--- src/rtl/vga_pkg.sv ---
// ---------------------------------------------------------------------------
// vga_pkg
// Shared VGA-path definitions: visible screen size, the 10-bit pixel
// coordinate type, the 24-bit RGB pixel struct, the black constant, the
// window-printer state enum and the 8-bit colour expansion helpers.
// ---------------------------------------------------------------------------
package vga_pkg;

   localparam int H_ACTIVE = 640;
   localparam int V_ACTIVE = 480;

   typedef logic [9:0] pixel_coord_t;

   typedef struct packed {
      logic [7:0] red;
      logic [7:0] green;
      logic [7:0] blue;
   } rgb888_t;

   localparam rgb888_t BLACK = '{red: 8'h00, green: 8'h00, blue: 8'h00};

   typedef enum logic {
      WAIT_SYNC = 1'b0,
      ACTIVE    = 1'b1
   } win_state_t;

   // RGB332 to RGB888: each field is replicated so full-scale codes reach 8'hFF
   function automatic rgb888_t rgb332_expand(input logic [7:0] c);
      rgb888_t px;
      px.red   = {c[7:5], c[7:5], c[7:6]};
      px.green = {c[4:2], c[4:2], c[4:3]};
      px.blue  = {c[1:0], c[1:0], c[1:0], c[1:0]};
      return px;
   endfunction

   // Grayscale: the same level on all three channels
   function automatic rgb888_t gray_expand(input logic [7:0] c);
      rgb888_t px;
      px.red   = c;
      px.green = c;
      px.blue  = c;
      return px;
   endfunction

endpackage

--- src/rtl/latency_shift.sv ---
// ---------------------------------------------------------------------------
// latency_shift
// Parametrised delay line: q_o is d_i delayed by DEPTH clock cycles.
// Used to align side-band flags with data that comes back from a
// fixed-latency memory, and to delay sync signals in the timing generator.
// Ports:
//   clk_i  clock
//   rst_i  asynchronous active-high reset, clears every stage
//   d_i    WIDTH-bit input
//   q_o    WIDTH-bit output, DEPTH cycles later
// ---------------------------------------------------------------------------
module latency_shift #(
   parameter int DEPTH = 1,
   parameter int WIDTH = 1
) (
   input  logic             clk_i,
   input  logic             rst_i,
   input  logic [WIDTH-1:0] d_i,
   output logic [WIDTH-1:0] q_o
);

   logic [WIDTH-1:0] stage_q [DEPTH];

   // Shift the input through DEPTH registers; reset empties the line
   always_ff @(posedge clk_i or posedge rst_i) begin
      if (rst_i) begin
         for (int i = 0; i < DEPTH; i++) begin
            stage_q[i] <= '0;
         end
      end else begin
         stage_q[0] <= d_i;
         for (int i = 1; i < DEPTH; i++) begin
            stage_q[i] <= stage_q[i-1];
         end
      end
   end

   assign q_o = stage_q[DEPTH-1];

endmodule

--- src/rtl/scaled_window_printer.sv ---
// ---------------------------------------------------------------------------
// scaled_window_printer
// Draws an IMG_W x IMG_H image held in video RAM at (X_START, Y_START),
// replicating every source pixel SCALE x SCALE times. The RAM address is
// derived from the raster position, so it re-locks every frame at (0,0).
// The returned RAM data is aligned to RD_LATENCY and shown either as
// grayscale or expanded from RGB332. RGB trails pixel_x/pixel_y by
// RD_LATENCY+2 cycles.
// Ports:
//   vga_clk     pixel clock
//   rst         asynchronous active-high reset
//   video_on    active-area flag from the timing generator
//   pixel_x/y   current raster column/row
//   color       RAM read data, RD_LATENCY cycles after address
//   mode        0 = grayscale, 1 = RGB332 (sampled at each (0,0))
//   address     RAM read address
//   red/green/blue  pixel output
//   frame_done  one-cycle pulse after the last image pixel is fetched
// Optional build macro: SCALED_WINDOW_PRINTER_BORDER_EN draws a one-pixel
// BORDER_COLOR ring just outside the window.
// ---------------------------------------------------------------------------
module scaled_window_printer
   import vga_pkg::*;
#(
   parameter int         X_START      = 170,
   parameter int         Y_START      = 90,
   parameter int         IMG_W        = 300,
   parameter int         IMG_H        = 300,
   parameter int         SCALE        = 1,
   parameter int         ADDR_W       = 18,
   parameter int         BASE_ADDR    = 324,
   parameter int         RD_LATENCY   = 1,
   parameter logic [7:0] BORDER_COLOR = 8'hFF
) (
   input  logic              vga_clk,
   input  logic              rst,
   input  logic              video_on,
   input  pixel_coord_t      pixel_x,
   input  pixel_coord_t      pixel_y,
   input  logic [7:0]        color,
   input  logic              mode,
   output logic [ADDR_W-1:0] address,
   output logic [7:0]        red,
   output logic [7:0]        green,
   output logic [7:0]        blue,
   output logic              frame_done
);

   localparam int X_END = X_START + IMG_W * SCALE;
   localparam int Y_END = Y_START + IMG_H * SCALE;
   localparam int COL_W = (IMG_W > 1) ? $clog2(IMG_W) : 1;
   localparam int ROW_W = (IMG_H > 1) ? $clog2(IMG_H) : 1;
   localparam logic [1:0]        S_MAX    = 2'(SCALE - 1);
   localparam logic [COL_W-1:0]  COL_MAX  = COL_W'(IMG_W - 1);
   localparam logic [ROW_W-1:0]  ROW_MAX  = ROW_W'(IMG_H - 1);
   localparam logic [ADDR_W-1:0] BASE     = ADDR_W'(BASE_ADDR);
   localparam logic [ADDR_W-1:0] ROW_STEP = ADDR_W'(IMG_W);
`ifdef SCALED_WINDOW_PRINTER_BORDER_EN
   localparam int FLAG_W = 2;
`else
   localparam int FLAG_W = 1;
`endif

   // Reject configurations the address arithmetic or the screen cannot hold
   if (SCALE < 1 || SCALE > 4) begin : g_bad_scale
      $error("scaled_window_printer: SCALE must be 1..4");
   end
   if (RD_LATENCY < 1 || RD_LATENCY > 3) begin : g_bad_latency
      $error("scaled_window_printer: RD_LATENCY must be 1..3");
   end
   if (longint'(BASE_ADDR) + longint'(IMG_W) * longint'(IMG_H) > (longint'(1) << ADDR_W)) begin : g_bad_fit
      $error("scaled_window_printer: image does not fit in ADDR_W address space");
   end
   if (X_END > H_ACTIVE || Y_END > V_ACTIVE || $bits(BORDER_COLOR) != 8) begin : g_bad_window
      $error("scaled_window_printer: window exceeds the visible screen");
   end

   win_state_t state_q, state_d;
   logic run, latch_mode, at_origin, in_win;
   logic mode_q, mode_d;
   logic [1:0] sx_q, sx_d, sx_b, sy_q, sy_d, sy_b;
   logic [COL_W-1:0] col_q, col_d, col_b;
   logic [ROW_W-1:0] row_q, row_d, row_b;
   logic [ADDR_W-1:0] rbase_q, rbase_d, rbase_b;
   logic [ADDR_W-1:0] address_q, address_d;
   logic last_wrap, frame_done_q;
   logic [FLAG_W-1:0] flag_d, flag_q, flag_dly;
   rgb888_t rgb_q, rgb_d;

   assign at_origin = (pixel_x == '0) && (pixel_y == '0);
   assign in_win = video_on
                   && (int'(pixel_x) >= X_START) && (int'(pixel_x) < X_END)
                   && (int'(pixel_y) >= Y_START) && (int'(pixel_y) < Y_END);

   // State register: reset always parks in WAIT_SYNC so no partial frame is drawn
   always_ff @(posedge vga_clk or posedge rst) begin
      if (rst) begin
         state_q <= WAIT_SYNC;
      end else begin
         state_q <= state_d;
      end
   end

   // Next state: leave WAIT_SYNC only at the top-left corner of a frame
   always_comb begin
      state_d = state_q;
      case (state_q)
         WAIT_SYNC: if (at_origin) state_d = ACTIVE;
         ACTIVE:    state_d = ACTIVE;
         default:   state_d = WAIT_SYNC;
      endcase
   end

   // FSM outputs: the (0,0) cycle already counts as running so a window
   // starting at the origin is not missed; mode is sampled there each frame
   always_comb begin
      run        = 1'b0;
      latch_mode = 1'b0;
      case (state_q)
         WAIT_SYNC: begin
            run        = at_origin;
            latch_mode = at_origin;
         end
         ACTIVE: begin
            run        = 1'b1;
            latch_mode = at_origin;
         end
         default: begin
            run        = 1'b0;
            latch_mode = 1'b0;
         end
      endcase
   end

   // Raster-to-image counters. At (0,0) they restart from zero, which keeps
   // the address locked to the raster. The address is formed from the
   // counters before they advance, so outside the window it names the next
   // pixel to fetch. row_base accumulates IMG_W per image row instead of
   // multiplying.
   always_comb begin
      sx_b    = at_origin ? '0 : sx_q;
      sy_b    = at_origin ? '0 : sy_q;
      col_b   = at_origin ? '0 : col_q;
      row_b   = at_origin ? '0 : row_q;
      rbase_b = at_origin ? '0 : rbase_q;
      sx_d      = sx_b;
      sy_d      = sy_b;
      col_d     = col_b;
      row_d     = row_b;
      rbase_d   = rbase_b;
      last_wrap = 1'b0;
      if (run && in_win) begin
         if (sx_b != S_MAX) begin
            sx_d = sx_b + 2'd1;
         end else begin
            sx_d = '0;
            if (col_b != COL_MAX) begin
               col_d = col_b + COL_W'(1);
            end else begin
               col_d = '0;
               if (sy_b != S_MAX) begin
                  sy_d = sy_b + 2'd1;
               end else begin
                  sy_d = '0;
                  if (row_b != ROW_MAX) begin
                     row_d   = row_b + ROW_W'(1);
                     rbase_d = rbase_b + ROW_STEP;
                  end else begin
                     row_d     = '0;
                     rbase_d   = '0;
                     last_wrap = 1'b1;
                  end
               end
            end
         end
      end
      address_d = run ? (BASE + rbase_b + ADDR_W'(col_b)) : BASE;
      mode_d    = latch_mode ? mode : mode_q;
   end

   // Window and ring flags enter the alignment pipe only while running
`ifdef SCALED_WINDOW_PRINTER_BORDER_EN
   logic in_ring;
   assign in_ring = video_on && !in_win
                    && (int'(pixel_x) >= X_START - 1) && (int'(pixel_x) <= X_END)
                    && (int'(pixel_y) >= Y_START - 1) && (int'(pixel_y) <= Y_END);
   assign flag_d = run ? {in_ring, in_win} : '0;
`else
   assign flag_d = run ? in_win : 1'b0;
`endif

   // Counter, address and flag registers; the flag register is the stage
   // that matches the address register, the delay line matches the RAM
   always_ff @(posedge vga_clk or posedge rst) begin
      if (rst) begin
         sx_q         <= '0;
         sy_q         <= '0;
         col_q        <= '0;
         row_q        <= '0;
         rbase_q      <= '0;
         address_q    <= BASE;
         mode_q       <= 1'b0;
         frame_done_q <= 1'b0;
         flag_q       <= '0;
      end else begin
         sx_q         <= sx_d;
         sy_q         <= sy_d;
         col_q        <= col_d;
         row_q        <= row_d;
         rbase_q      <= rbase_d;
         address_q    <= address_d;
         mode_q       <= mode_d;
         frame_done_q <= last_wrap;
         flag_q       <= flag_d;
      end
   end

   latency_shift #(
      .DEPTH(RD_LATENCY),
      .WIDTH(FLAG_W)
   ) u_align (
      .clk_i(vga_clk),
      .rst_i(rst),
      .d_i  (flag_q),
      .q_o  (flag_dly)
   );

   // Pixel colour from the RAM word that lines up with the delayed flags
   always_comb begin
      rgb_d = BLACK;
      if (flag_dly[0]) begin
         rgb_d = mode_q ? rgb332_expand(color) : gray_expand(color);
      end
`ifdef SCALED_WINDOW_PRINTER_BORDER_EN
      else if (flag_dly[1]) begin
         rgb_d = gray_expand(BORDER_COLOR);
      end
`endif
   end

   // Output pixel register
   always_ff @(posedge vga_clk or posedge rst) begin
      if (rst) begin
         rgb_q <= BLACK;
      end else begin
         rgb_q <= rgb_d;
      end
   end

   assign address    = address_q;
   assign frame_done = frame_done_q;
   assign red        = rgb_q.red;
   assign green      = rgb_q.green;
   assign blue       = rgb_q.blue;

endmodule

--- config.mk ---
export PLATFORM = sky130hd
export DESIGN_NAME = scaled_window_printer
export DESIGN_NICKNAME = d
export VERILOG_FILES = /design/src/rtl/vga_pkg.sv /design/src/rtl/latency_shift.sv /design/src/rtl/scaled_window_printer.sv
export SDC_FILE = /design/constraint.sdc
export NUM_CORES = 1
export LEC_CHECK = 0
export ABC_AREA = 1
export CAP_MARGIN = 20
export CORE_ASPECT_RATIO = 0.6
export CORE_MARGIN = 3
export CORE_UTILIZATION = 59
export CTS_BUF_LIST = sky130_fd_sc_hd__clkbuf_4 sky130_fd_sc_hd__clkbuf_8 sky130_fd_sc_hd__clkbuf_16
export CTS_CLUSTER_SIZE = 10
export DETAILED_ROUTE_END_ITERATION = 12
export GPL_TIMING_DRIVEN = 0
export PLACE_DENSITY = 0.86
export SLEW_MARGIN = 15
export SYNTH_ARGS = -nofsm -noshare
export SYNTH_HDL_FRONTEND = slang
export SYNTH_HIERARCHICAL = 1
export SYNTH_SLANG_ARGS = --single-unit
--- constraint.sdc ---
create_clock -name vga_clk -period 6.6 [get_ports vga_clk]
set_input_delay 1.32 -clock vga_clk [delete_from_list [all_inputs] [get_ports vga_clk]]
set_output_delay 1.32 -clock vga_clk [all_outputs]
set_load 0.02 [all_outputs]
==> results.toml <==
[status]
outcome = "finished clean"

[timing]
min_period_ps = 5090
rsz0062_at_grt = "no"
slew_violations = 0
hold_violations = 0
timing.setup.tns_ps = 0
max_freq_mhz = 196
maxSlewHeadroom_pct = 60.8
finalCritPeriodShare_pct = 77.1
setup_viol = 0
tightestPinTransition_ps = 589
fin_skew_ps = 5.66

[setup_path]
cp_max_fo = 10
critPathArrivalTime_ps = 5360
required_ps = 6860
cp_top_family = "buffers and inverters"
critPathMaxStageDelay_ps = 510
crit_slowest_cell = "clkdlybuf4s50_1"
path_class = "primary input to register"
critPathLaunchType = "primary input"
path_cells = "clkdlybuf4s50_1, nor2_1, nand2_1, nor2_2, nand3_4, buf_2, buf_1, nand2_1, inv_1, ha_1, ha_1, fa_1, nand3_1, nand2_1, nand4_1, o211ai_1, nand2_1, nand2_1, nand2_1, inv_1, nand2_1, o21ai_0, a21oi_1"
cp_common_cell = "nand2_1"
end_kind = "register"
regToRegSetupSlack_ps = 3780
cp.buffers_inverters = 5

[power]
p_per_area_nw_per_um2 = 210
seq_power_share_pct = 44.4
p_int_mw = 0.946
p_sw_mw = 0.359
ir_drop_uv = 200
power_frac_clock_pct = 39.6
p_leak_nw = 3.40
switching_share_pct = 27.5
power.share.combinational_pct = 16.0

[synthesis]
yosysSeqAreaShare_pct = 43.4
ys_warn_count = 6
synth_nets = 722
synth_cell_type_count = 44
synth_seq_cells = 87
syn_area_per_cell_um2 = 7.52
syn_inst = 668
syn_area_um2 = 5030

[global_route]
grt_max_degree = 45
antenna_found_initial = 0
grt_pass1_wl_um = 22900
grt-ovfl-total = 0
grt_pass1_vias = 4683
grt_usage_pct = 29.7

[floorplanning]
start_util_pct = 62.3
fp.dieArea_um2 = 9700
core_area_um2 = 8070
rows = 25
die_h_um = 77.5
die_x_um = 125
num_io_pins = 75

[cts]
htreeDepth = 3
cts_tree = "done"
clk_latency_ps = 350
ctsHoldBuffers = 0
clock-root-buffer = "clkbuf_16"
path_clk_slew_ps = 60
cts_resized = 0
cts_setup_buffers = 0
numCtsBuffers = 9
cts_buffer_depth = 2
cts_sinks = 87

[detailed_routing]
wl_per_cell_um = 15.9
via_per_inst = 5.60
drtPass1Iterations = 6
antenna_left = 0
vias = 4853
drc = 0
drt_iter0_drc = 543
drt-total-wl_um = 13800

[final_layout]
fillerInstances = 586
antenna_cells = 0
nets = 808
drive_gt1_share_pct = 7.91
stdcell_count = 867
area_growth_pct = 23.9

[placed_design]
port_buffers = 74
dp.cells = 851
hpwl_um = 10500
routabilityCongestion = 0.955

[run]
cap_violations = 0

[worst_hold_path]
hp-class = "register to register"
## per-layer routing
metal	share of wire (%)	vias up	GRT usage, %
met5	0	-	0
met1	44	2309	40.3
met3	11	22	9.90
met4	1.4	0	9.09
met2	44	251	45.6
li1	-	2271	-
## power by group through the flow
stage | Combinational [mW] | Clock, mW | Sequential [mW]
floorplan | 0.0975 | 0 | 0.607
global placement | 0.198 | 0 | 0.587
detailed placement | 0.206 | 0 | 0.590
CTS | 0.208 | 0.524 | 0.580
global route | 0.229 | 0.550 | 0.582
finish | 0.209 | 0.517 | 0.580
## final timing paths
kind	startpoint	to	cells after the start
worst max-delay path	pixel_x[9]	address[17]	23
min in group asynchronous	rst	u_align/q_o	2
worst min-delay path	flag_q	u_align/q_o	0
worst max register to register	col_q[1]	address[17]	16
max in group asynchronous	rst	address[2]	3
worst min register to register	flag_q	u_align/q_o	0
## state kept, by name (all words and copies together), names as in the netlist
| signal | flops |
|---|---|
| flag_q | 1 |
| frame_done | 1 |
| state_q | 1 |
| green | 8 |
| address | 18 |
| u_align/q_o | 1 |
| sy_q | 2 |
| sx_q | 2 |
| row_q | 9 |
| mode_q | 1 |
| col_q | 9 |
| rbase_q | 18 |
| red | 8 |
| blue | 8 |
## placed cells by master, fill, tap and decap left out, types with 10 or more instances in the layout
cell and n:
nand3_1 37, ha_1 21, inv_1 103, clkdlybuf4s50_1 74, o21ai_0 29, nand2_1 188
nor3_1 10, nor2_1 85, a21oi_1 20, nand4_1 15, dfrtp_1 84
## stage by stage
stage	setup WS (ps)	power [mW]	hold slack [ps]	instance area [um^2]	utilization [%]
floorplan	2430	0.704	331	5030	-
global placement	1480	0.785	335	5900	73.1
detailed placement	1310	0.796	338	5920	73.4
CTS	1630	1.31	352	6230	77.2
global route	1240	1.36	353	6230	77.2
finish	1510	1.31	354	6230	77.2
## area by class of cell
type                            instances  area (um^2)  area share, %
Buffer                                 12         81.3           1.31
Inverter                              109          417           6.69
Multi-Input combinational cell        460         2350           37.7
Clock inverter                          7         78.8           1.27
Clock buffer                            9          225           3.62
Tap cell                              108          135           2.17
Sequential cell                        87         2180           35.0
Timing Repair Buffer                   75          761           12.2
## cell usage after synthesis, drive strengths merged
cell	number	area share (%)
nor3	11	1.2
or2	4	0.55
fa	1	0.40
inv	108	8.1
o21ai	35	3.6
xnor2	2	0.35
xor2	7	1.2
nor3b	1	0.15
ha	21	5.2
dfstp	3	1.6
a31oi	2	0.25
o21a	1	0.15
nand2	196	15
dfrtp	84	42
o211ai	1	0.15
a21oi	22	2.3
a211oi	1	0.15
nor4	2	0.25
buf	8	1.3
clkbuf	4	0.30
nand4	16	2.3
nand3b	3	0.70
nor2	92	7.6
a21o	1	0.15
nand3	41	4.9
clkinv	1	0.17
## logic make-up after synthesis
group / synth area share [%]
simple gates: 32.8
buf+inv: 9.86
flops: 43.4
compound gates: 6.75
fa+ha+maj: 5.63
xor+xnor: 1.57
No activity file was read; power rests on OpenSTA's default activity.
